`src/rtl/alu_p_register_stage_if.sv`:
```
// Bus between the SIMD ALU and its P register stage: ALU-side inputs and
// registered results/flags, grouped so the stage and its driver share one port.
interface alu_p_register_stage_if;
  logic        CEP;
  logic        RSTP;
  logic        in_valid;
  logic [1:0]  USE_SIMD;
  logic [31:0] S;
  logic [7:0]  alu_carry_out;
  logic        clr_sticky;
  logic [31:0] P;
  logic [7:0]  CARRYOUT;
  logic [7:0]  PATTERNDETECT;
  logic [7:0]  PATTERNBDETECT;
  logic [7:0]  OVERFLOW;
  logic [7:0]  UNDERFLOW;
  logic [7:0]  STICKY_OVF;
  logic        out_valid;

  // Driver side (ALU / testbench)
  modport master (
    output CEP, RSTP, in_valid, USE_SIMD, S, alu_carry_out, clr_sticky,
    input  P, CARRYOUT, PATTERNDETECT, PATTERNBDETECT, OVERFLOW, UNDERFLOW,
           STICKY_OVF, out_valid
  );

  // Register stage side
  modport slave (
    input  CEP, RSTP, in_valid, USE_SIMD, S, alu_carry_out, clr_sticky,
    output P, CARRYOUT, PATTERNDETECT, PATTERNBDETECT, OVERFLOW, UNDERFLOW,
           STICKY_OVF, out_valid
  );
endinterface

```
`src/rtl/alu_p_register_stage.sv`:
```
// P register stage after the 32-bit SIMD ALU: registers S into P, registers
// lane carries, and derives per-lane pattern detect, overflow/underflow and
// sticky overflow flags from S so they line up with P. One cycle latency.
module alu_p_register_stage #(
  parameter logic [31:0] PATTERN = 32'h0000_0000,
  parameter logic [31:0] MASK    = 32'h0000_0000
) (
  input  logic                   clk,
  input  logic                   reset,
  alu_p_register_stage_if.slave  bus
);

  // Reduce per-nibble results to per-lane results; each lane's value lands on
  // the bit of its top nibble, every other bit is 0.
  function automatic logic [7:0] lane_and(input logic [7:0] nib, input logic [1:0] mode);
    logic [7:0] r;
    r = '0;
    case (mode)
      2'b00: r[7] = &nib;
      2'b01: begin
        r[7] = &nib[7:4];
        r[3] = &nib[3:0];
      end
      2'b10: begin
        for (int k = 0; k < 4; k++) r[2*k+1] = nib[2*k+1] & nib[2*k];
      end
      default: r = nib;
    endcase
    return r;
  endfunction

  logic [31:0] r_p;
  logic [7:0]  r_carry;
  logic [7:0]  r_pd;
  logic [7:0]  r_pdb;
  logic [7:0]  r_ovf;
  logic [7:0]  r_unf;
  logic [7:0]  r_sticky;
  logic [1:0]  r_mode;
  logic        r_out_valid;

  logic [31:0] w_match_pd;
  logic [31:0] w_match_pdb;
  logic [7:0]  w_nib_pd;
  logic [7:0]  w_nib_pdb;
  logic [7:0]  w_pd;
  logic [7:0]  w_pdb;
  logic [7:0]  w_top;
  logic        w_mode_chg;
  logic [7:0]  w_pd_hist;
  logic [7:0]  w_pdb_hist;
  logic [7:0]  w_ovf_next;
  logic [7:0]  w_unf_next;
  logic        w_acc;

  // Per-bit match against PATTERN and ~PATTERN; masked bits always match
  assign w_match_pd  = ~((bus.S ^  PATTERN) & ~MASK);
  assign w_match_pdb = ~((bus.S ^ ~PATTERN) & ~MASK);

  for (genvar gi = 0; gi < 8; gi++) begin : g_nib
    assign w_nib_pd[gi]  = &w_match_pd[4*gi +: 4];
    assign w_nib_pdb[gi] = &w_match_pdb[4*gi +: 4];
  end

  assign w_pd  = lane_and(w_nib_pd,  bus.USE_SIMD);
  assign w_pdb = lane_and(w_nib_pdb, bus.USE_SIMD);
  assign w_top = lane_and(8'hFF,     bus.USE_SIMD);

  // A lane reconfiguration invalidates the stored history, so it reads as 0
  assign w_mode_chg = (bus.USE_SIMD != r_mode);
  assign w_pd_hist  = w_mode_chg ? 8'h00 : r_pd;
  assign w_pdb_hist = w_mode_chg ? 8'h00 : r_pdb;

  // Left the pattern band: from PATTERN side is overflow, from ~PATTERN side underflow
  assign w_ovf_next = w_pd_hist  & ~w_pd & ~w_pdb;
  assign w_unf_next = w_pdb_hist & ~w_pd & ~w_pdb;

  assign w_acc = bus.CEP & bus.in_valid & ~bus.RSTP;

  // Main result/flag registers: RSTP clears, CEP qualifies, in_valid loads
  always_ff @(posedge clk or posedge reset) begin
    if (reset) begin
      r_p         <= '0;
      r_carry     <= '0;
      r_pd        <= '0;
      r_pdb       <= '0;
      r_ovf       <= '0;
      r_unf       <= '0;
      r_mode      <= '0;
      r_out_valid <= 1'b0;
    end else if (bus.RSTP) begin
      r_p         <= '0;
      r_carry     <= '0;
      r_pd        <= '0;
      r_pdb       <= '0;
      r_ovf       <= '0;
      r_unf       <= '0;
      r_out_valid <= 1'b0;
    end else if (bus.CEP) begin
      if (bus.in_valid) begin
        r_p         <= bus.S;
        r_carry     <= bus.alu_carry_out & w_top;
        r_pd        <= w_pd;
        r_pdb       <= w_pdb;
        r_ovf       <= w_ovf_next;
        r_unf       <= w_unf_next;
        r_mode      <= bus.USE_SIMD;
        r_out_valid <= 1'b1;
      end else begin
        r_out_valid <= 1'b0;
      end
    end
  end

  // Sticky flags: clear beats a simultaneous new flag; RSTP leaves them alone
  always_ff @(posedge clk or posedge reset) begin
    if (reset) begin
      r_sticky <= '0;
    end else if (bus.clr_sticky) begin
      r_sticky <= '0;
    end else if (w_acc) begin
      r_sticky <= r_sticky | w_ovf_next | w_unf_next;
    end
  end

  assign bus.P              = r_p;
  assign bus.CARRYOUT       = r_carry;
  assign bus.PATTERNDETECT  = r_pd;
  assign bus.PATTERNBDETECT = r_pdb;
  assign bus.OVERFLOW       = r_ovf;
  assign bus.UNDERFLOW      = r_unf;
  assign bus.STICKY_OVF     = r_sticky;
  assign bus.out_valid      = r_out_valid;

endmodule
```
`src/flat_wrapper.sv`:
```
// flat-port wrapper written by rule: the top's interface ports become plain ports
module alu_p_register_stage_flat 
#(
  parameter logic [31:0] PATTERN = 32'h0000_0000,
  parameter logic [31:0] MASK    = 32'h0000_0000
)
  (clk, reset, bus_CEP, bus_RSTP, bus_in_valid, bus_USE_SIMD, bus_S, bus_alu_carry_out, bus_clr_sticky, bus_P, bus_CARRYOUT, bus_PATTERNDETECT, bus_PATTERNBDETECT, bus_OVERFLOW, bus_UNDERFLOW, bus_STICKY_OVF, bus_out_valid);
  alu_p_register_stage_if bus_i ();
  input  logic clk;
  input  logic reset;
  input wire logic [$bits(bus_i.CEP)-1:0] bus_CEP;
  input wire logic [$bits(bus_i.RSTP)-1:0] bus_RSTP;
  input wire logic [$bits(bus_i.in_valid)-1:0] bus_in_valid;
  input wire logic [$bits(bus_i.USE_SIMD)-1:0] bus_USE_SIMD;
  input wire logic [$bits(bus_i.S)-1:0] bus_S;
  input wire logic [$bits(bus_i.alu_carry_out)-1:0] bus_alu_carry_out;
  input wire logic [$bits(bus_i.clr_sticky)-1:0] bus_clr_sticky;
  output wire logic [$bits(bus_i.P)-1:0] bus_P;
  output wire logic [$bits(bus_i.CARRYOUT)-1:0] bus_CARRYOUT;
  output wire logic [$bits(bus_i.PATTERNDETECT)-1:0] bus_PATTERNDETECT;
  output wire logic [$bits(bus_i.PATTERNBDETECT)-1:0] bus_PATTERNBDETECT;
  output wire logic [$bits(bus_i.OVERFLOW)-1:0] bus_OVERFLOW;
  output wire logic [$bits(bus_i.UNDERFLOW)-1:0] bus_UNDERFLOW;
  output wire logic [$bits(bus_i.STICKY_OVF)-1:0] bus_STICKY_OVF;
  output wire logic [$bits(bus_i.out_valid)-1:0] bus_out_valid;
  assign bus_i.CEP = bus_CEP;
  assign bus_i.RSTP = bus_RSTP;
  assign bus_i.in_valid = bus_in_valid;
  assign bus_i.USE_SIMD = bus_USE_SIMD;
  assign bus_i.S = bus_S;
  assign bus_i.alu_carry_out = bus_alu_carry_out;
  assign bus_i.clr_sticky = bus_clr_sticky;
  assign bus_P = bus_i.P;
  assign bus_CARRYOUT = bus_i.CARRYOUT;
  assign bus_PATTERNDETECT = bus_i.PATTERNDETECT;
  assign bus_PATTERNBDETECT = bus_i.PATTERNBDETECT;
  assign bus_OVERFLOW = bus_i.OVERFLOW;
  assign bus_UNDERFLOW = bus_i.UNDERFLOW;
  assign bus_STICKY_OVF = bus_i.STICKY_OVF;
  assign bus_out_valid = bus_i.out_valid;
  alu_p_register_stage #(.PATTERN(PATTERN), .MASK(MASK)) u_core (.clk(clk), .reset(reset), .bus(bus_i));
endmodule
```
`config.mk`:
```
export PLATFORM = sky130hd
export DESIGN_NAME = alu_p_register_stage_flat
export DESIGN_NICKNAME = d
export VERILOG_FILES = /design/src/rtl/alu_p_register_stage_if.sv /design/src/rtl/alu_p_register_stage.sv /design/src/flat_wrapper.sv
export SDC_FILE = /design/constraint.sdc
export NUM_CORES = 1
export LEC_CHECK = 0
export BUFFER_PORTS_ARGS = -buffer_cell sky130_fd_sc_hd__buf_2
export CORE_ASPECT_RATIO = 2
export CORE_MARGIN = 5
export CORE_UTILIZATION = 49
export DETAILED_ROUTE_END_ITERATION = 16
export PLACE_DENSITY = 0.86
export SKIP_LAST_GASP = 1
export SLEW_MARGIN = 0
export SYNTH_ARGS = -nofsm -noshare
export SYNTH_HDL_FRONTEND = slang
export SYNTH_SLANG_ARGS = --single-unit
export TNS_END_PERCENT = 30
```
`constraint.sdc`:
```
create_clock -name clk -period 2.9 [get_ports clk]
set_clock_uncertainty 0.1 [all_clocks]
set_input_delay 0 -clock clk [delete_from_list [all_inputs] [get_ports clk]]
set_output_delay 0 -clock clk [all_outputs]
set_load 0.01 [all_outputs]
```
==> metrics.md, run 1 <==
| Metric | Value |
|---|---|
| Worst r2r path cells | 5 |
| Cell chain of the critical path | dlygate4sd3_1 > buf_2 > nor4_1 > nand3_1 > o21ai_1 > nand3_1 > a32o_1 |
| NumNets Final | around 500 |
| IO Pins | roughly 130 |
| Crit path arrival time | 2.03 ns |
| Global Route Usage Sum | 23.7% |
| Status | finished, final reports clean |
| Num CTS Buffers | 9 |
| Area of the multi-input gates | 1240 um2 |
| Router iterations before antenna repair | 4 |
| CP max stage delay | between 0.5 and 0.6 ns |
| Routability Congestion | 0.827 |
| CTS tree | yes |
| Comb power frac | 10.5% |
| Crit-path slowest cell | nor4_1 |
| Die height | around 130 um |
| Starting Density | 49.6% |
| Post-route cell area | 4900 um2 |
| Worst slack, placed | 1.22 ns |
| Async set or reset register ratio after synthesis | 100% |
| Flop pwr share | 46.3% |
| Fin crit share | 66.2% |
| Row Count | 43 |
| Slew Limit Fails | 0 |
| Most frequent cells after synthesis | dfrtp_1, a22o_1, nand2_1 |
| Most area-consuming cells after synthesis | dfrtp_1, a22o_1, nand2_1 |
| Share of layout cells above drive strength 1 | 35.2% |
| Die area | 8840 um2 |
| Slew @ Worst Pin | around 0.8 ns |
| CTS-repair resized insts | 0 |
| Most common cell on crit path | nand3_1 |
| Routed length per instance | 18.8 um |
| Final setup vio count | 0 |
| Worst Hold Depth | 3 |
| Placed inst area | 4150 um2 |
| VDD IR-drop max | 0.465 mV |
| Synthesized instance count | 278 |
| Detailed Route WL | a little over 10 mm |
| Int Power | 2.02 mW |
| Leak | 2.54 nW |
| Hold slack | 0.188 ns |
| Worst min-delay path class | primary input to flop |
| Worst Setup Start Kind | primary input |
| Post-synth net total | between 300 and 400 |
| Area leader, netlist | dfrtp_1 |
| Final Critical Period | between 1.5 and 2 ns |
| Gr ovfl total | 0 |
| Top_reg_cell synth | dfrtp_1 |
| Count leader, synth | dfrtp_1 |
| CTS Sinks | a little over 80 |
| Post-CTS setup buffer count | 0 |
| # fillers | between 500 and 600 |
| Worst-path clk slew | 0.05 ns |
| Clk buf depth | 2 |
| Worst-Skew Late Latency | 0.33 ns |
| RSZ-0062 raised after global routing | no |
| Antenna-violating nets left | 0 |
| Port Buffers | 128 |
| Register area share after synthesis | 60.9% |
| Synth Cell Area | approximately 3400 um2 |
| Drc violations | 0 |
| WS Path Type | primary input to flop |
| Post-route worst setup slack | 0.980 ns |
| Hold Fails Final Rpt | 0 |
| PD cells | about 530 nW/um2 |
| CP Max Fanout | 4 |
| WP depth | 7 |
| EDFF count, synth | 0 |
| Synth Area in Compound Gates | 23.9% |
| Sw Ratio | a little under a quarter |
| DR vias | 3,150 |
| Main combinational cell family by area after synthesis | compound AO/OA/AOI/OAI gates |
| Yosys top cell area share | 60.9% |
| Post-synthesis simple-gate area fraction | 11.3% |
| Antenna violations before repair | 0 |
| Drt first-iter violations | 159 |
| Core ar. | 6890 um2 |
| Post-synthesis xor/xnor area fraction | 0.513% |
| Critical path required time | 3.01 ns |
| Root Buffer | clkbuf_16 |
| Register area | 2080 um2 |
| Flops & latches, synth | just over 80 |
| Die X | 69.0 um |
| Final setup TNS | 0 ns |
| DP Wirelength | 7.01 mm |
| Maximum Capacitance Violations | 0 |
| Routed vias/inst | 5.77 |
| Clk pwr share | 43.2% |
| Worst rel slew slack | roughly 46% |
| Average size of a mapped cell | 12.3 um2 |
| Type of element capturing the critical path | flop |
| Largest net degree at the start of global routing | 46 |
| Total power | 2.61 mW |
| CTS H-tree lvls | 3 |
| Mux cell area share after synthesis | less than 1% |
| Worst path bufs/invs | 2 |
| Max Clk Rate | between 0.5 and 0.6 GHz |
| Netlist cell types | 36 |
| Area grow syn2layout | 43.7% |
| First-pass GRT wire length | 16.6 mm |
| NetSw | 0.590 mW |
| Post-Synth Adder-Cell Area | 0% |
| Vias in the first global route | between 3,000 and 4,000 |
| Yosys warning total | 0 |
| Crit path max-delay family | simple AND/OR/NAND/NOR gates |
power groups by stage:
stage | Clock (mW) | Sequential (mW) | Combinational [mW]
2_1_floorplan | 0 | 1.24 | 0.103
3_3_place_gp | 0 | 1.22 | 0.215
3_5_place_dp | 0 | 1.23 | 0.223
4_1_cts | 1.14 | 1.21 | 0.272
5_1_grt | 1.18 | 1.21 | 0.298
6_report | 1.13 | 1.21 | 0.274
metrics by stage:
step	utilization, %	cells
3_5_place_dp	60.2	484
4_1_cts	71.2	545
3_3_place_gp	60.2	484
2_1_floorplan	-	278
5_1_grt	71.2	545
6_report	71.2	546
logic make-up (layout without fill, tap and decap cells):
kind of cell | count (synthesis) | count (layout)
other cells | 0 | 1
mux | 1 | 1
simple gates | 60 | 60
buf+inv | 27 | 204
compound gates | 105 | 105
xor+xnor | 2 | 2
flops | 83 | 83
sequential cells by signal, summed over array words and instances (netlist names):
register	flops
u_core.bus.CARRYOUT	8
u_core.bus.OVERFLOW	8
u_core.bus.P	32
u_core.bus.PATTERNBDETECT	8
u_core.bus.PATTERNDETECT	8
u_core.bus.STICKY_OVF	8
u_core.bus.UNDERFLOW	8
u_core.bus.out_valid	1
u_core.r_mode	2
cell usage in the layout, fill, tap and decap left out, types with 7 or more instances in the layout:
cell / count
a21oi_1: 8
a22o_1: 59
buf_2: 128
clkbuf_16: 9
dfrtp_1: 83
dlygate4sd3_1: 46
inv_1: 9
nand2_1: 17
nor2_1: 7
o21ai_0: 11
o21ai_1: 9
worst register-to-register path, delay by kind of cell, from the launching register on:
| family | cells | cell delay, ns |
|---|---|---|
| AND/OR/NAND/NOR | 1 | 0.24 |
| XOR/XNOR | 1 | 0.18 |
| AO/OA/AOI/OAI | 3 | 0.62 |
| flip-flops | 1 | 0.40 |
timing repair:
action / CTS / global route
endpoints found under the hold margin: 100 / 0
endpoints found under the setup margin: 0 / 0
hold buffers: 46 / 0
final timing paths:
path	from	slack, ns	to
worst max-delay path	bus_S[5]	0.98	u_core.bus.UNDERFLOW[7]
worst min-delay path	bus_CEP	0.19	u_core.bus.PATTERNBDETECT[7]
worst max register to register	u_core.r_mode[1]	1.28	u_core.bus.STICKY_OVF[2]
worst min register to register	u_core.bus.UNDERFLOW[5]	0.40	u_core.bus.UNDERFLOW[5]
max in group asynchronous	reset	1.74	u_core.bus.P[14]
min in group asynchronous	reset	0.21	u_core.bus.STICKY_OVF[2]
metal layers:
| metal | wire [um] | up-vias | GRT usage [%] |
|---|---|---|---|
| li1 | - | 1406 | - |
| met5 | 0 | - | 0 |
| met1 | 3660 | 1576 | 25.2 |
| met3 | 580 | 35 | 6.28 |
| met2 | 5570 | 133 | 41.9 |
| met4 | 435 | 0 | 13.3 |
area by class of cell:
cell class	instances	area share, %
inverter	10	0.791
timing repair buffer	179	23.2
antenna	1	0.0510
multi-input combinational	168	25.3
clock buffer	13	5.31
tap	90	2.30
sequential	83	42.3
clock inverter	2	0.714
Power figures use the tool's default switching activity.
==> run 2, diff against run 1 <==
--- a/config.mk
+++ b/config.mk
@@ -8,9 +8,9 @@
 export BUFFER_PORTS_ARGS = -buffer_cell sky130_fd_sc_hd__buf_2
 export CORE_ASPECT_RATIO = 2
 export CORE_MARGIN = 5
-export CORE_UTILIZATION = 49
+export CORE_UTILIZATION = 44
 export DETAILED_ROUTE_END_ITERATION = 16
-export PLACE_DENSITY = 0.86
+export PLACE_DENSITY = 0.82
 export SKIP_LAST_GASP = 1
 export SLEW_MARGIN = 0
 export SYNTH_ARGS = -nofsm -noshare
==> constraint.sdc (replaced) <==
create_clock -name clk -period 1.6 [get_ports clk]
set_clock_uncertainty 0.1 [all_clocks]
set_input_delay 0 -clock clk [delete_from_list [all_inputs] [get_ports clk]]
set_output_delay 0 -clock clk [all_outputs]
set_load 0.01 [all_outputs]
==> run 2 against run 1 <==
  * Design area is 4.8% higher
  * Non-clock buffer count is 15 higher
  * Via count is 0.98% higher
  * Worst setup slack worse by 0.97 ns
  * Core utilization is 3.6 points lower
  * Combinational power is 95% higher
  * Count of clock-buffer cells in the layout is 1 lower
  * Die area is 10% higher
  * Critical path depth is 1 lower
  * Routed wire length is 3.5% higher
  * Critical endpoint unchanged
  * Largest power group is now clock
  * Highest routed layer unchanged
==> metrics.md, run 2 (same netlist as run 1, synthesis figures left out) <==
| Metric | Value |
|---|---|
| Status | finished, final reports clean |
| Router iterations before antenna repair | 4 |
| Max reg flops | 32 |
| Clk buf depth | 2 |
| First-pass GRT wire length | 16.8 mm |
| Share of layout cells above drive strength 1 | 38.0% |
| Global Route Usage Sum | 22.5% |
| Die X | 72.3 um |
| Slew @ Worst Pin | 0.499 ns |
| CP max stage delay | 0.55 ns |
| PD cells | around 970 nW/um2 |
| Total power | between 4 and 5 mW |
| DP Wirelength | between 7 and 8 mm |
| Crit path arrival time | 1.71 ns |
| Row Count | 45 |
| Most frequent cells in the layout | buf_2, dfrtp_1, a22o_1, dlygate4sd3_1, nand2_1 |
| Flop2flop setup slack | ~0.070 ns |
| Worst-path clk slew | 0.06 ns |
| Worst rel slew slack | between 60% and 70% |
| Final setup vio count | 0 |
| Type of element capturing the critical path | flop |
| Hold Fails Final Rpt | 0 |
| Commonest non-fill, non-tap cell in the layout | buf_2 |
| Num CTS Buffers | 9 |
| CP Max Fanout | 4 |
| Max Clk Rate | between 0.6 and 0.7 GHz |
| WS Path Type | primary input to flop |
| Gr ovfl total | 0 |
| Worst Setup Start Kind | primary input |
| Hold slack | 0.0219 ns |
| Drc violations | 0 |
| Routability Congestion | 0.770 |
| Final Critical Period | between 1.5 and 2 ns |
| Maximum Capacitance Violations | 0 |
| Leak | 2.64 nW |
| Fin crit share | roughly 99% |
| Worst-Skew Late Latency | between 0.3 and 0.4 ns |
| Area grow syn2layout | 50.5% |
| Crit path max-delay family | buffers and inverters |
| Antenna-violating nets left | 0 |
| Crit-path slowest cell | dlygate4sd3_1 |
| Die height | around 130 um |
| Post-route cell area | 5140 um2 |
| NumNets Final | a little over 500 |
| Worst path bufs/invs | 2 |
| Largest net degree at the start of global routing | 55 |
| Routed length per instance | 18.7 um |
| Starting Density | 44.9% |
| Antenna violations before repair | 0 |
| Worst min-delay path class | primary input to flop |
| Vias in the first global route | about 3,300 |
| IO Pins | 129 |
| VDD IR-drop max | between 0.6 and 0.7 mV |
| Placed inst area | about 4300 um2 |
| Die area | 9730 um2 |
| Core ar. | 7600 um2 |
| RSZ-0062 raised after global routing | yes |
| CTS H-tree lvls | 3 |
| Slew Limit Fails | 0 |
| Root Buffer | clkbuf_16 |
| DR vias | around 3,200 |
| CTS Sinks | 83 |
| Cell chain of the critical path | dlygate4sd3_1 > buf_2 > nand4_1 > a2111oi_4 > nor2_2 > a32o_1 |
| CTS tree | yes |
| Critical path required time | 1.73 ns |
| Drt first-iter violations | approximately 220 |
| Detailed Route WL | roughly 11 mm |
| Routed vias/inst | approximately 5.6 |
| Port Buffers | 128 |
[run 2: cell types whose count changed in the layout (fill, tap and decap cells not counted), moves of 2 or more]
cell           before  now
a31oi_2             0    2
clkinvlp_4          0    2
buf_12              0    2
a31oi_1             4    2
nor4_4              0    2
buf_4               5   14
dlygate4sd3_1      46   49
[run 2: routing by layer]
layer | up-vias | share of wire [%] | global-route usage (%)
li1 | 1440 | - | -
met1 | 1555 | 35 | 25.0
met2 | 155 | 55 | 38.9
met3 | 31 | 5.8 | 4.47
met4 | 0 | 3.9 | 12.9
met5 | - | 0 | 0
[run 2: final timing paths]
kind | from | end | cells after the start
setup / recovery | bus_S[26] | u_core.bus.UNDERFLOW[7] | 6
hold / removal | bus_USE_SIMD[1] | u_core.bus.PATTERNDETECT[1] | 3
setup reg to reg | u_core.r_mode[1] | u_core.bus.STICKY_OVF[6] | 5
hold reg to reg | u_core.bus.CARRYOUT[3] | u_core.bus.CARRYOUT[3] | 2
max in group asynchronous | reset | u_core.bus.P[30] | 4
min in group asynchronous | reset | u_core.bus.UNDERFLOW[2] | 3
[run 2: area by class of cell]
class	count	area, um2
diodes	1	2.50
clock buffers	12	256
clock inverters	4	72.6
fillers	577	2460
inverters	10	41.3
multi-input cells	168	1280
flip-flops and latches	83	2080
well taps	94	118
repair buffers	194	1290
[run 2: where the power goes]
group | internal, mW | total, mW | leakage [nW] | switching [mW]
Sequential | 2.15 | 2.19 | 1.14 | 0.0339
Combinational | 0.244 | 0.534 | 1.34 | 0.289
Clock | 1.45 | 2.26 | 0.159 | 0.812
Total | 3.85 | 4.98 | 2.64 | 1.14
[run 2: what timing repair did]
action,in CTS,in global routing
endpoints found under the hold margin,120,0
resized for setup,0,8
setup buffers,0,1
hold buffers,49,0
setup endpoints to repair,0,23
[run 2: through the flow]
| step | instances | setup slack [ns] | TNS (ns) | util [%] |
|---|---|---|---|---|
| 2_1_floorplan | 278 | 0.280 | 0 | - |
| 3_3_place_gp | 499 | -0.0592 | -0.154 | 56.1 |
| 3_5_place_dp | 499 | -0.0845 | -0.283 | 56.1 |
| 4_1_cts | 564 | 0.00158 | 0 | 66.8 |
| 5_1_grt | 565 | -0.118 | -1.20 | 67.6 |
| 6_report | 566 | 0.0131 | 0 | 67.6 |
[run 2: worst min-delay path: stages]
cell      delay, ns
buf_2          0.19
o211ai_1       0.14
o21ai_0        0.08
==> run 3, diff against run 2 <==
--- a/config.mk
+++ b/config.mk
@@ -8,9 +8,10 @@
 export BUFFER_PORTS_ARGS = -buffer_cell sky130_fd_sc_hd__buf_2
 export CORE_ASPECT_RATIO = 2
 export CORE_MARGIN = 5
-export CORE_UTILIZATION = 44
+export CORE_UTILIZATION = 46
+export CTS_BUF_LIST = sky130_fd_sc_hd__clkbuf_4
 export DETAILED_ROUTE_END_ITERATION = 16
-export PLACE_DENSITY = 0.82
+export PLACE_DENSITY = 0.85
 export SKIP_LAST_GASP = 1
 export SLEW_MARGIN = 0
 export SYNTH_ARGS = -nofsm -noshare
==> run 3 against run 2 <==
  * The flow now finishes with violations (hold timing)
  * Largest power group is now registers
  * Critical path depth is 1 higher
  * Combinational power up 6.4%
  * Non-clock buffer count is 2 higher
  * Highest routed layer unchanged
  * Core utilization increased by 1.8 points
  * Worst setup slack got worse by 0.012 ns
  * Critical path type unchanged
  * Largest cell class unchanged
  * Hold slack lost 0.032 ns
==> metrics.md, run 3 (same netlist as run 1, synthesis figures left out) <==
| Metric | Value |
|---|---|
| CTS Sinks | 83 |
| Port Buffers | 128 |
| Drc violations | 0 |
| Leak | around 2.6 nW |
| Router iterations before antenna repair | 4 |
| Fin crit share | between 90 and 100% |
| Met1 Use GR | roughly 25% |
| Type of element capturing the critical path | flop |
| Clk buf depth | 2 |
| Die height | 132 um |
| CTS tree | yes |
| Register area | slightly above 2000 um2 |
| Crit-path slowest cell | dlygate4sd3_1 |
| Hold Fails Final Rpt | 1 |
| Flop pwr share | 55.1% |
| Worst Setup EP | u_core.bus.UNDERFLOW[7] |
| Final setup vio count | 0 |
| Root Buffer | clkbuf_4 |
| CP max stage delay | 0.60 ns |
| Row Count | 44 |
| Routed length per instance | 19.3 um |
| Starting Density | between 40% and 50% |
| Routed vias/inst | 5.65 |
| Final Critical Period | 1.60 ns |
| Grt met3 use | 4.50% |
| Largest net degree at the start of global routing | 84 |
| Antenna-violating nets left | 0 |
| Vias in the first global route | 3,384 |
| Share of layout cells above drive strength 1 | between 30% and 40% |
| Post-route cell area | 5040 um2 |
| Clk pwr share | 30.6% |
| Worst min-delay path class | primary input to flop |
| Cell chain of the critical path | buf_2 > dlygate4sd3_1 > and4_4 > nand4_4 > a2111oi_4 > nor2_2 > a32o_1 |
| VDD IR-drop max | 0.516 mV |
| GRT busiest layer | met2 |
| Comb power frac | 14.3% |
| Gr ovfl total | 0 |
| DP Wirelength | 7.16 mm |
| Max reg flops | 32 |
| Worst Setup Start Kind | primary input |
| Met2 Usage GRT | 40.2% |
| Antenna violations before repair | 1 |
| Routability Congestion | 0.869 |
| WS Path Type | primary input to flop |
| Worst-Skew Late Latency | 0.43 ns |
| DR vias | roughly 3,200 |
| Detailed Route WL | 10.9 mm |
| Placed inst area | roughly 4300 um2 |
| Crit path arrival time | 1.83 ns |
| Worst Hold Depth | 5 |
| Die X | about 70 um |
| NumNets Final | around 520 |
| Max Clk Rate | approximately 0.63 GHz |
| Flop2flop setup slack | 0.08 ns |
| Final core occ | 69.4% |
| Status | complete, but fails checks |
| Worst R2R Start | u_core.r_mode[1] |
| RR Endpoint | u_core.bus.STICKY_OVF[1] |
| Core ar. | around 7300 um2 |
| Area grow syn2layout | 47.8% |
| NetSw | 1.02 mW |
| Final cell count without fillers | about 570 |
| Worst rel slew slack | 64.6% |
| First-pass GRT wire length | 16.7 mm |
| Global Route Usage Sum | 22.7% |
| Num CTS Buffers | 9 |
| Worst r2r path cells | 5 |
| Maximum Capacitance Violations | 0 |
| Hold slack | -0.00988 ns |
| Crit. Startpoint | bus_S[9] |
| Commonest non-fill, non-tap cell in the layout | buf_2 |
| Worst-path clk slew | 0.12 ns |
| Placed Cells | 496 |
| RSZ-0062 raised after global routing | yes |
| Die area | about 9300 um2 |
| Area of the multi-input gates | 1340 um2 |
| Slew @ Worst Pin | 0.530 ns |
| Slew Limit Fails | 0 |
| Sw Ratio | 25.6% |
| # fillers | around 540 |
| Critical path required time | 1.83 ns |
| Drt first-iter violations | 186 |
| IO Pins | 129 |
| PD cells | 787 nW/um2 |
| CTS H-tree lvls | 3 |
| Most frequent cells in the layout | buf_2, dfrtp_1, a22o_1, dlygate4sd3_1, nand2_1 |
| Int Power | slightly below 3 mW |
| Violated checks | hold timing |
| CP Max Fanout | 5 |
run 3: cell count changes in the layout (fill, tap and decap cells not counted), moves of 3 or more:
cell and change:
clkbuf_4 +13, clkbuf_16 -9, dlygate4sd3_1 +5, buf_2 -3
run 3: area by class of cell:
| class | instances | share of cell area, % |
|---|---|---|
| antenna | 1 | 0.0496 |
| clock buffer | 13 | 1.93 |
| clock inverter | 3 | 0.769 |
| inverter | 10 | 0.818 |
| multi-input combinational | 168 | 26.6 |
| sequential | 83 | 41.2 |
| tap | 92 | 2.28 |
| timing repair buffer | 196 | 26.4 |
run 3: worst min path at each step:
stage	end	startpoint
finish	u_core.bus.PATTERNDETECT[7]	bus_S[15]
global route	u_core.bus.PATTERNDETECT[3]	bus_S[12]
CTS	u_core.bus.P[13]	bus_S[13]
detailed placement	u_core.bus.P[3]	reset
global placement	u_core.bus.UNDERFLOW[2]	reset
floorplan	u_core.bus.out_valid	bus_RSTP
run 3: power by group through the flow:
stage          Sequential [mW]  Clock [mW]  Combinational [mW]
6_report                  2.19        1.21               0.568
5_1_grt                   2.19        1.32               0.614
4_1_cts                   2.18        1.23               0.511
3_5_place_dp              2.22           0               0.426
3_3_place_gp              2.22           0               0.409
2_1_floorplan             2.24           0               0.188
run 3: metrics by stage:
stage	total power, mW	TNS [ns]	setup WS (ns)
4_1_cts	3.93	0	0.00586
5_1_grt	4.12	-0.0869	-0.0389
3_5_place_dp	2.65	-0.0371	-0.0193
6_report	3.97	0	0.000979
2_1_floorplan	2.43	0	0.280
3_3_place_gp	2.63	0	0.0238
run 3: timing repair:
item                       in CTS  in global routing
setup endpoints to repair       0                 25
hold buffers                   48                  6
setup buffers                   0                  1
gates resized for setup         0                 20
hold endpoints to repair      151                  6
run 3: worst max-delay path: cells and delay by family:
kind | cells | cell delay (ns)
AND/OR/NAND/NOR | 3 | 0.48
buffers and inverters | 2 | 0.72
AO/OA/AOI/OAI | 2 | 0.62
run 3: routing by layer:
metal / wire [um] / share of wire, % / vias up
met5: 0 / 0 / -
met4: 461 / 4.2 / 0
met3: 607 / 5.6 / 34
met2: 6030 / 55 / 142
met1: 3820 / 35 / 1577
li1: - / - / 1444
